[src/rtl/ram_ctrl_if.sv]
// ram_ctrl_if: command, response and RAM-side signals of the RAM controller
interface ram_ctrl_if #(
  parameter int MEM_WIDTH = 16,
  parameter int ADDR_SIZE = 10,
  parameter int LEN_SIZE  = 4
);
  logic                 cmd_valid;
  logic                 cmd_ready;
  logic                 cmd_wr;
  logic [ADDR_SIZE-1:0] cmd_addr;
  logic [LEN_SIZE-1:0]  cmd_len;
  logic [MEM_WIDTH-1:0] cmd_data;
  logic                 rsp_valid;
  logic                 rsp_ready;
  logic [MEM_WIDTH-1:0] rsp_data;
  logic                 rsp_last;
  logic [MEM_WIDTH-1:0] ram_din;
  logic [ADDR_SIZE-1:0] ram_addr_wr;
  logic [ADDR_SIZE-1:0] ram_addr_rd;
  logic                 ram_wr_en;
  logic                 ram_rd_en;
  logic                 ram_blk_select;
  logic [MEM_WIDTH-1:0] ram_dout;
  modport master (
    output cmd_valid, cmd_wr, cmd_addr, cmd_len, cmd_data, rsp_ready, ram_dout,
    input  cmd_ready, rsp_valid, rsp_data, rsp_last, ram_din, ram_addr_wr, ram_addr_rd,
           ram_wr_en, ram_rd_en, ram_blk_select
  );
  modport slave (
    input  cmd_valid, cmd_wr, cmd_addr, cmd_len, cmd_data, rsp_ready, ram_dout,
    output cmd_ready, rsp_valid, rsp_data, rsp_last, ram_din, ram_addr_wr, ram_addr_rd,
           ram_wr_en, ram_rd_en, ram_blk_select
  );
endinterface

[src/rtl/ram_ctrl.sv]
// ram_ctrl: single-word writes and read bursts against a one-cycle-latency synchronous RAM
module ram_ctrl #(
  parameter int MEM_WIDTH = 16,
  parameter int ADDR_SIZE = 10,
  parameter int LEN_SIZE  = 4
) (
  input logic     clk,
  input logic     rst,
  ram_ctrl_if.slave bus
);
  typedef enum logic [2:0] {IDLE, WRITE, RD_ISSUE, RD_WAIT, RD_CAPT, RSP} state_t;
  state_t               state_q;
  logic                 cmd_ready_q;
  logic                 rsp_valid_q;
  logic                 rsp_last_q;
  logic                 wr_en_q;
  logic                 rd_en_q;
  logic                 blk_q;
  logic [MEM_WIDTH-1:0] rsp_data_q;
  logic [MEM_WIDTH-1:0] din_q;
  logic [ADDR_SIZE-1:0] addr_wr_q;
  logic [ADDR_SIZE-1:0] addr_rd_q;
  logic [ADDR_SIZE-1:0] addr_rd_d;
  logic [ADDR_SIZE-1:0] base_q;
  logic [LEN_SIZE-1:0]  len_q;
  logic [LEN_SIZE-1:0]  beat_q;
  logic [LEN_SIZE-1:0]  beat_d;
  logic                 last_d;
  always_comb begin
    beat_d    = beat_q + LEN_SIZE'(1);
    addr_rd_d = base_q + ADDR_SIZE'(beat_d);
    last_d    = beat_q == len_q;
  end
  always_ff @(posedge clk) begin
    if (!rst) begin
      state_q     <= IDLE;
      cmd_ready_q <= 1'b1;
      rsp_valid_q <= 1'b0;
      rsp_last_q  <= 1'b0;
      rsp_data_q  <= '0;
      wr_en_q     <= 1'b0;
      rd_en_q     <= 1'b0;
      blk_q       <= 1'b0;
      din_q       <= '0;
      addr_wr_q   <= '0;
      addr_rd_q   <= '0;
      base_q      <= '0;
      len_q       <= '0;
      beat_q      <= '0;
    end else begin
      case (state_q)
        IDLE: if (bus.cmd_valid) begin
          cmd_ready_q <= 1'b0;
          blk_q       <= 1'b1;
          if (bus.cmd_wr) begin
            state_q   <= WRITE;
            wr_en_q   <= 1'b1;
            addr_wr_q <= bus.cmd_addr;
            din_q     <= bus.cmd_data;
          end else begin
            state_q   <= RD_ISSUE;
            rd_en_q   <= 1'b1;
            base_q    <= bus.cmd_addr;
            len_q     <= bus.cmd_len;
            beat_q    <= '0;
            addr_rd_q <= bus.cmd_addr;
          end
        end
        WRITE: begin
          state_q     <= IDLE;
          wr_en_q     <= 1'b0;
          blk_q       <= 1'b0;
          cmd_ready_q <= 1'b1;
        end
        RD_ISSUE: begin
          state_q <= RD_WAIT;
          rd_en_q <= 1'b0;
          blk_q   <= 1'b0;
        end
        RD_WAIT: state_q <= RD_CAPT;
        RD_CAPT: begin
          state_q     <= RSP;
          rsp_data_q  <= bus.ram_dout;
          rsp_valid_q <= 1'b1;
          rsp_last_q  <= last_d;
        end
        // beat is held here until the consumer takes it
        RSP: if (bus.rsp_ready) begin
          rsp_valid_q <= 1'b0;
          rsp_last_q  <= 1'b0;
          if (last_d) begin
            state_q     <= IDLE;
            cmd_ready_q <= 1'b1;
          end else begin
            state_q   <= RD_ISSUE;
            beat_q    <= beat_d;
            addr_rd_q <= addr_rd_d;
            rd_en_q   <= 1'b1;
            blk_q     <= 1'b1;
          end
        end
        default: begin
          state_q     <= IDLE;
          cmd_ready_q <= 1'b1;
          rsp_valid_q <= 1'b0;
          rsp_last_q  <= 1'b0;
          wr_en_q     <= 1'b0;
          rd_en_q     <= 1'b0;
          blk_q       <= 1'b0;
        end
      endcase
    end
  end
  assign bus.cmd_ready      = cmd_ready_q;
  assign bus.rsp_valid      = rsp_valid_q;
  assign bus.rsp_last       = rsp_last_q;
  assign bus.rsp_data       = rsp_data_q;
  assign bus.ram_din        = din_q;
  assign bus.ram_addr_wr    = addr_wr_q;
  assign bus.ram_addr_rd    = addr_rd_q;
  assign bus.ram_wr_en      = wr_en_q;
  assign bus.ram_rd_en      = rd_en_q;
  assign bus.ram_blk_select = blk_q;
endmodule

[src/flat_wrapper.sv]
// flat-port wrapper written by rule: the top's interface ports become plain ports
module ram_ctrl_flat 
#(
  parameter int MEM_WIDTH = 16,
  parameter int ADDR_SIZE = 10,
  parameter int LEN_SIZE  = 4
)
  (clk, rst, bus_cmd_valid, bus_cmd_wr, bus_cmd_addr, bus_cmd_len, bus_cmd_data, bus_rsp_ready, bus_ram_dout, bus_cmd_ready, bus_rsp_valid, bus_rsp_data, bus_rsp_last, bus_ram_din, bus_ram_addr_wr, bus_ram_addr_rd, bus_ram_wr_en, bus_ram_rd_en, bus_ram_blk_select);
  ram_ctrl_if #(.MEM_WIDTH(MEM_WIDTH), .ADDR_SIZE(ADDR_SIZE), .LEN_SIZE(LEN_SIZE)) bus_i ();
  input logic clk;
  input logic rst;
  input wire logic [$bits(bus_i.cmd_valid)-1:0] bus_cmd_valid;
  input wire logic [$bits(bus_i.cmd_wr)-1:0] bus_cmd_wr;
  input wire logic [$bits(bus_i.cmd_addr)-1:0] bus_cmd_addr;
  input wire logic [$bits(bus_i.cmd_len)-1:0] bus_cmd_len;
  input wire logic [$bits(bus_i.cmd_data)-1:0] bus_cmd_data;
  input wire logic [$bits(bus_i.rsp_ready)-1:0] bus_rsp_ready;
  input wire logic [$bits(bus_i.ram_dout)-1:0] bus_ram_dout;
  output wire logic [$bits(bus_i.cmd_ready)-1:0] bus_cmd_ready;
  output wire logic [$bits(bus_i.rsp_valid)-1:0] bus_rsp_valid;
  output wire logic [$bits(bus_i.rsp_data)-1:0] bus_rsp_data;
  output wire logic [$bits(bus_i.rsp_last)-1:0] bus_rsp_last;
  output wire logic [$bits(bus_i.ram_din)-1:0] bus_ram_din;
  output wire logic [$bits(bus_i.ram_addr_wr)-1:0] bus_ram_addr_wr;
  output wire logic [$bits(bus_i.ram_addr_rd)-1:0] bus_ram_addr_rd;
  output wire logic [$bits(bus_i.ram_wr_en)-1:0] bus_ram_wr_en;
  output wire logic [$bits(bus_i.ram_rd_en)-1:0] bus_ram_rd_en;
  output wire logic [$bits(bus_i.ram_blk_select)-1:0] bus_ram_blk_select;
  assign bus_i.cmd_valid = bus_cmd_valid;
  assign bus_i.cmd_wr = bus_cmd_wr;
  assign bus_i.cmd_addr = bus_cmd_addr;
  assign bus_i.cmd_len = bus_cmd_len;
  assign bus_i.cmd_data = bus_cmd_data;
  assign bus_i.rsp_ready = bus_rsp_ready;
  assign bus_i.ram_dout = bus_ram_dout;
  assign bus_cmd_ready = bus_i.cmd_ready;
  assign bus_rsp_valid = bus_i.rsp_valid;
  assign bus_rsp_data = bus_i.rsp_data;
  assign bus_rsp_last = bus_i.rsp_last;
  assign bus_ram_din = bus_i.ram_din;
  assign bus_ram_addr_wr = bus_i.ram_addr_wr;
  assign bus_ram_addr_rd = bus_i.ram_addr_rd;
  assign bus_ram_wr_en = bus_i.ram_wr_en;
  assign bus_ram_rd_en = bus_i.ram_rd_en;
  assign bus_ram_blk_select = bus_i.ram_blk_select;
  ram_ctrl #(.MEM_WIDTH(MEM_WIDTH), .ADDR_SIZE(ADDR_SIZE), .LEN_SIZE(LEN_SIZE)) u_core (.clk(clk), .rst(rst), .bus(bus_i));
endmodule
[config.mk]
export PLATFORM = sky130hd
export DESIGN_NAME = ram_ctrl_flat
export DESIGN_NICKNAME = d
export VERILOG_FILES = /design/src/rtl/ram_ctrl_if.sv /design/src/rtl/ram_ctrl.sv /design/src/flat_wrapper.sv
export SDC_FILE = /design/constraint.sdc
export NUM_CORES = 1
export LEC_CHECK = 0
export ABC_CLOCK_PERIOD_IN_PS = 2400
export CAP_MARGIN = 20
export CORE_MARGIN = 4
export CORE_UTILIZATION = 47
export DETAILED_ROUTE_END_ITERATION = 10
export MAX_ROUTING_LAYER = met4
export PLACE_DENSITY = 0.89
export SYNTH_ARGS = -nofsm -noshare
export SYNTH_HDL_FRONTEND = slang
export SYNTH_SLANG_ARGS = --single-unit
[constraint.sdc]
create_clock -name clk -period 2.4 [get_ports clk]
set_input_delay 0.24 -clock clk [delete_from_list [all_inputs] [get_ports clk]]
set_output_delay 0.24 -clock clk [all_outputs]
set_load 0.005 [all_outputs]
; Word level (Yosys, flattened, before mapping)
; Index checks and enable logic that the tools add are counted.
; W data, S select, Z words.
[totals]
inputBits = 51
regBits = 79
wordCells = 82
output_inout_bits = 58
[classes]
eq_ne = 12
mux = 32
n_reduce_logical = 16
add_sub_neg = 2
n_bitwise = 6
[ops]
columns = op, count
row1 = $mux W10, 4
row2 = $pmux W10 S2, 1
row3 = $mux W4, 4
row4 = $pmux W1 S3, 5
row5 = $pmux W3 S5, 1
row6 = $mux W1, 11
row7 = $add A10 B4 Y10, 1
row8 = $ne A2 B2 Y1 const B, 5
row9 = $reduce_and A5 Y1, 2
row10 = $reduce_and A3 Y1, 3
row11 = $pmux W4 S2, 1
row12 = $reduce_and A4 Y1, 2
row13 = $reduce_or A4 Y1, 2
row14 = $eq A3 B2 Y1 const B, 2
row15 = $eq A3 B3 Y1 const B, 2
row16 = $mux W3, 2
row17 = $not A1 Y1, 6
row18 = $reduce_or A3 Y1, 2
row19 = $add A4 B1 Y4 const B, 1
row20 = $eq A4 B4 Y1, 1
row21 = $mux W2, 2
row22 = $reduce_and A2 Y1, 2
row23 = $eq A3 B1 Y1 const B, 1
row24 = $logic_not A3 Y1, 1
row25 = other kinds (4), 4

; Logic depth before layout (Yosys ltp)
; Gate-level depths: netlist of the first run.
[depth]
word_depth = 5
depth_mapped = 9
ltp_nobuf = 9

; Worst setup path before layout of the first run
; No wires, ideal clock.
[synth_path]
kind = register -> register
from = register u_core.beat_q[0]
to = register u_core.addr_rd_q[9] (netlist: u_core.bus.ram_addr_rd[9])
period_less_slack_ns = 2.012
stages_incl_launch_ff = 8
t_required_ns = 2.313
n_path_buf = 0
setup_time_ns = 0.087
arrival_time_ns = 1.925
setup_slack_ns = 0.388
path_cell_list = dfxtp_1 ha_1 ha_1 a211o_1 a21oi_1 o21ai_0 nor3b_1 o31ai_1
[synth_between]
elab_chain_len = 5
word_cells_on_any_way = 8
cone_classes = 2 x add/sub / 2 x eq/ne / 3 x mux / 1 x reduce/logical
[synth_lines]
columns = element, line_no
row1 = "start, declared", ram_ctrl.sv:26  ; logic [LEN_SIZE-1:0] beat_q;
row2 = "start signal, assigned", ram_ctrl.sv:96  ; beat_q <= beat_d;
row3 = $add A4 B1 Y4, ram_ctrl.sv:30  ; beat_d = beat_q + LEN_SIZE'(1);
row4 = $add A10 B4 Y10, ram_ctrl.sv:31  ; addr_rd_d = base_q + ADDR_SIZE'(beat_d);
row5 = $mux W10, ram_ctrl.sv:91  ; if (last_d) begin
row6 = $mux W10, ram_ctrl.sv:88  ; RSP: if (bus.rsp_ready) begin
row7 = $pmux W10 S2, ram_ctrl.sv:51  ; case (state_q)
row8 = "end signal, assigned", ram_ctrl.sv:66  ; addr_rd_q <= bus.cmd_addr;
row9 = "end signal, assigned", ram_ctrl.sv:97  ; addr_rd_q <= addr_rd_d;
row10 = "end, declared", ram_ctrl.sv:22  ; logic [ADDR_SIZE-1:0] addr_rd_q;
; Several ways; a longest one is shown, not always the timed one. The select of a mux whose other input is x is not followed.
; A chain may end at the register's enable or synchronous reset.

; Worst setup path after layout of the first run
; Same ends and word-level chain as after synthesis.

==> results_dict.tcl, run 1 <==
set metrics [dict create \
    critPathBufInv 0 \
    period_share_pct 94.93 \
    avgRoutedWirePerCell_um 14.91 \
    die_y_um 94.97 \
    p_leak_nw 1.843 \
    status "finished clean" \
    synth_seq_area_share_pct 44.49 \
    clk-insertion-delay-late_ns 0.35 \
    dieArea_um2 9018 \
    synth.cell_area_um2 3555 \
    synth-edff-count 0 \
    crit_path_top_delay_cell "dfxtp_1" \
    postRouteAntennaNets 0 \
    maxCapViolations 0 \
    gp_congestion 0.8893 \
    cpMostUsedCell "ha_1" \
    drive_above_1_share_pct 6.494 \
    design_area_um2 4941 \
    rsz0062_at_grt "no" \
    hold_class "primary input to flip-flop" \
    dpl-instance-area_um2 4726 \
    synth_area_per_cell_um2 8.247 \
    cts_tree "yes" \
    root_buffer "clkbuf_8" \
    critPathMaxStageDelay_ns 0.42 \
    relSlewSlack_pct 63.10 \
    cp_data_arrival_time_ns 2.54 \
    netlist_top_cells_count "nand2_1 (130), dfxtp_1 (79), a21boi_0 (55)" \
    crit_chain "ha_1 > xor2_1 > ha_1 > o21a_1 > a21oi_1 > o21ai_0 > nor3b_1 > o31ai_1" \
    cts-resized-gates 0 \
    htreeDepth 3 \
    grt_pass1_wl_um 15440 \
    power_density_nw_per_um2 646.3 \
    finalNetCount 591 \
    place_hpwl_um 6956 \
    critPathTopFamily "compound AO/OA/AOI/OAI gates" \
    slew_violations 0 \
    routed_wl_um 9515 \
    drt-initial-drc-count 146 \
    crit_required_ns 2.66 \
    rows 31 \
    synth.distinct_cells 51 \
    synth_cells 431 \
    clock_path_buffers 2 \
    grt_usage_pct 22.51 \
    endpoint_kind "flip-flop" \
    fin_crit_ns 2.278 \
    async_flop_share_pct 0 \
    gr-total-overflow 0 \
    fill_cells 634 \
    synth_area_leader_cell "dfxtp_1" \
    whs_ns 0.3145 \
    start_util_pct 48.75 \
    area_growth_pct 39.00 \
    worstSetupStartpointType "flip-flop" \
    drc 0 \
    tns_ns 0 \
    vdd_drop_max_uv 360.2 \
    path_class "flip-flop to flip-flop" \
    antenna_found_initial 0 \
    first_pass_iters 4 \
    synth.most_common_cell "nand2_1" \
    skew_ns 0.01218 \
    netlist.area_leader.share_pct 44.49 \
    diodes 0 \
    boundaryPins 109 \
    vias 3348 \
    yosys_register_bits 79 \
    cts.reportedPaths.clkPinSlew_ns 0.08 \
    io_buffer_count 108 \
    die_w_um 94.97 \
    ctsHoldBuffers 0 \
    fmax_mhz 438.9 \
    cts_buffers 9 \
    power_w 0.003193 \
    grt_pass1_vias 3207 \
    synth_nets 488 \
    cp_max_fo 5 \
    synth_warnings 0 \
    clock-sinks 79 \
    hold_viol_final 0 \
    post_cts_buffers 0 \
    worst_pin_slew_ns 0.5522 \
    grt_max_degree 57 \
    ys.flop_type "dfxtp_1" \
    setup_viol_count_final 0 \
    synth_area_leaders "dfxtp_1 (44%), nand2_1 (14%), a21boi_0 (12%), xor2_1 (2.0%), a21oi_1 (1.8%)" \
    core_area_um2 7292 \
    drt-vias-per-instance 5.248 \
]
flip-flops by register name, indices dropped and copies added (netlist names):
register,flops
u_core.bus.ram_din,16
u_core.bus.ram_addr_wr,10
u_core.bus.rsp_data,16
u_core.state_q,3
u_core.beat_q,4
u_core.bus.rsp_last,1
u_core.bus.rsp_valid,1
u_core.bus.cmd_ready,1
u_core.bus.ram_blk_select,1
u_core.bus.ram_wr_en,1
u_core.bus.ram_rd_en,1
u_core.len_q,4
u_core.bus.ram_addr_rd,10
u_core.base_q,10
per-stage QoR:
step / utilization, % / std cells / setup slack (ns)
after floorplan: - / 431 / 0.3879
after global placement: 64.81 / 622 / 0.2456
after detailed placement: 64.81 / 622 / 0.2028
after CTS: 67.76 / 638 / 0.1483
after global routing: 67.76 / 638 / 0.02985
final: 67.76 / 638 / 0.1218
cells by family (layout without fill, tap and decap cells):
family | after synthesis | in the layout | share of synthesized area [%]
buffers and inverters | 37 | 145 | 4.435
XOR/XNOR | 12 | 12 | 2.957
AND/OR/NAND/NOR | 178 | 178 | 21.33
adder cells (fa/ha/maj) | 6 | 6 | 2.323
flip-flops | 79 | 79 | 44.49
AO/OA/AOI/OAI | 118 | 118 | 24.18
multiplexers | 1 | 1 | 0.2816
metal layers:
layer / vias to the layer above / GRT usage (%) / routed length [µm]
met5: - / - / 0
met4: 0 / 6.971 / 114
met3: 14 / 3.426 / 495
met2: 112 / 36.17 / 4646
met1: 1566 / 29.21 / 4259
li1: 1656 / - / -
worst paths after layout:
check | start | endpoint | slack [ns] | cells after the start
worst max-delay path | u_core.beat_q[0]$_SDFFE_PN0P_ | u_core.bus.ram_addr_rd[9]$_SDFFE_PN0P_ | 0.12 | 8
worst min-delay path | rst | u_core.bus.cmd_ready$_SDFFE_PN1P_ | 0.31 | 2
worst max register to register | u_core.beat_q[0]$_SDFFE_PN0P_ | u_core.bus.ram_addr_rd[9]$_SDFFE_PN0P_ | 0.12 | 8
worst min register to register | u_core.bus.ram_din[3]$_SDFFE_PN0P_ | u_core.bus.ram_din[3]$_SDFFE_PN0P_ | 0.46 | 2
placed cells by master (no fill, tap or decap), drive strengths merged, types with 3 or more instances in the layout:
master,instances
a211oi,4
a21boi,60
a21o,3
a21oi,13
a22oi,4
and2,4
buf,11
clkbuf,11
clkdlybuf4s50,107
dfxtp,79
ha,5
inv,13
nand2,130
nand3,13
nor2,12
nor2b,4
nor3,4
o211a,4
o211ai,5
o21a,3
o21ai,11
xnor2,4
xor2,8
power by group:
part           total, W  internal, W  switching [W]
Sequential      0.00148      0.00141      0.0000710
Clock           0.00105     0.000547       0.000506
Combinational  0.000657     0.000355       0.000301
area by class of cell:
type	count	area (µm²)	share of cell area (%)
clock buffer	11	151.4	3.064
sequential	79	1582	32.01
clock inverter	5	63.81	1.291
timing repair buffer	118	1164	23.55
inverter	11	41.29	0.8357
multi-input combinational	315	1815	36.74
tap	99	123.9	2.507
No activity file was read; power rests on OpenSTA's default activity.
==> run 2: changes to the inputs <==
GPL_TIMING_DRIVEN = 0   (was unset)
==> results_dict.tcl, run 2 (same netlist as run 1, synthesis figures left out) <==
set metrics [dict create \
    place_hpwl_um 7488 \
    htreeDepth 3 \
    power_w 0.003232 \
    cts_tree "yes" \
    period_share_pct 94.88 \
    crit_chain "ha_1 > xor2_1 > ha_1 > o21a_1 > a21oi_2 > or3_1 > a31oi_1 > o21a_1" \
    drc 0 \
    io_buffer_count 106 \
    whs_ns 0.3144 \
    grt_usage_pct 23.53 \
    avgRoutedWirePerCell_um 15.35 \
    crit_path_top_delay_cell "dfxtp_1" \
    critPathMaxStageDelay_ns 0.44 \
    cts-resized-gates 0 \
    tns_ns 0 \
    post_cts_buffers 0 \
    routed_wl_um 9990 \
    drt-initial-drc-count 255 \
    path_class "flip-flop to flip-flop" \
    finalNetCount 605 \
    fmax_mhz 439.2 \
    worstSetupStartpointType "flip-flop" \
    ctsHoldBuffers 0 \
    hold_class "primary input to flip-flop" \
    die_y_um 94.97 \
    clk-insertion-delay-late_ns 0.34 \
    status "finished clean" \
    maxCapViolations 0 \
    vdd_drop_max_uv 445.8 \
    fin_crit_ns 2.277 \
    cts_buffers 9 \
    cts.reportedPaths.clkPinSlew_ns 0.08 \
    area_growth_pct 39.39 \
    dp_slack_ns 0.1177 \
    grt_max_degree 13 \
    r2r_start "u_core.beat_q[0]$_SDFFE_PN0P_" \
    final_common_cell "nand2_1" \
    core_area_um2 7292 \
    hold_viol_final 0 \
    root_buffer "clkbuf_8" \
    worst_pin_slew_ns 0.6390 \
    rows 31 \
    endpoint_kind "flip-flop" \
    grt_pass1_wl_um 16100 \
    final_cell_mix "nand2_1 (130), clkdlybuf4s50_1 (106), dfxtp_1 (79)" \
    relSlewSlack_pct 57.17 \
    drive_above_1_share_pct 5.616 \
    setup_viol_count_final 0 \
    start_util_pct 48.75 \
    diodes 0 \
    drt-vias-per-instance 5.280 \
    rsz0062_at_grt "no" \
    boundaryPins 109 \
    slew_violations 0 \
    clock_path_buffers 2 \
    first_pass_iters 5 \
    power_density_nw_per_um2 652.2 \
    crit_required_ns 2.68 \
    startpoint "u_core.beat_q[0]$_SDFFE_PN0P_" \
    p_leak_nw 1.846 \
    die_w_um 94.97 \
    skew_ns 0.007043 \
    gp_congestion 0.9368 \
    setup_ws_ns 0.1230 \
    clock-sinks 79 \
    dieArea_um2 9018 \
    vias 3437 \
    cp_data_arrival_time_ns 2.56 \
    gr-total-overflow 0 \
    fill_cells 605 \
    min_from "rst" \
    grt_pass1_vias 3405 \
    postRouteAntennaNets 0 \
    cp_max_fo 5 \
    antenna_found_initial 0 \
]
run 2: changes by cell type in the layout (fill, tap and decap cells not counted), sizes merged:
cell,before,now
clkinv,1,2
clkbuf,11,28
clkinvlp,1,0
buf,11,9
inv,13,11
clkdlybuf4s50,107,106
bufinv,1,2
run 2: stage by stage:
| stage | instance area (µm²) | instances | util, % |
|---|---|---|---|
| floorplan | 3555 | 431 | - |
| global placement | 4740 | 636 | 65.00 |
| detailed placement | 4740 | 636 | 65.00 |
| CTS | 4951 | 651 | 67.90 |
| global route | 4955 | 651 | 67.95 |
| finish | 4955 | 651 | 67.95 |
run 2: worst paths after layout:
check                                                              end  slack, ns  cells past startpoint
worst max-delay path            u_core.bus.ram_addr_rd[7]$_SDFFE_PN0P_       0.12                      8
worst min-delay path                     u_core.base_q[1]$_SDFFE_PN0P_       0.31                      2
worst max register to register  u_core.bus.ram_addr_rd[7]$_SDFFE_PN0P_       0.12                      8
worst min register to register      u_core.bus.ram_din[3]$_SDFFE_PN0P_       0.46                      2
run 2: metal layers:
| layer | wire [µm] | vias up | GRT usage, % |
|---|---|---|---|
| met5 | 0 | - | - |
| met4 | 187 | 0 | 8.774 |
| met3 | 698 | 20 | 4.701 |
| met2 | 4904 | 134 | 38.93 |
| met1 | 4201 | 1590 | 28.31 |
| li1 | - | 1693 | - |
run 2: worst max-delay path: cells and delay by family (launching register included):
family,cells,cell delay (ns)
adder cells (fa/ha/maj),2,0.46
XOR/XNOR,1,0.23
AND/OR/NAND/NOR,1,0.37
AO/OA/AOI/OAI,4,0.72
flip-flops,1,0.44
run 2: cell type report:
cell class | instances | area, µm² | share of cell area, %
sequential | 79 | 1582 | 31.92
clock inverter | 4 | 70.07 | 1.414
clock buffer | 11 | 141.4 | 2.854
multi-input combinational | 315 | 1819 | 36.72
tap | 99 | 123.9 | 2.500
timing repair buffer | 106 | 1061 | 21.41
buffer | 26 | 116.4 | 2.348
inverter | 11 | 41.29 | 0.8333
run 2: power by group:
| group | leakage, nW | internal, W | switching, W |
|---|---|---|---|
| combinational | 1.09 | 0.000355 | 0.000323 |
| clock | 0.109 | 0.000606 | 0.000475 |
| sequential | 0.644 | 0.00141 | 0.0000594 |
| total | 1.85 | 0.00237 | 0.000858 |
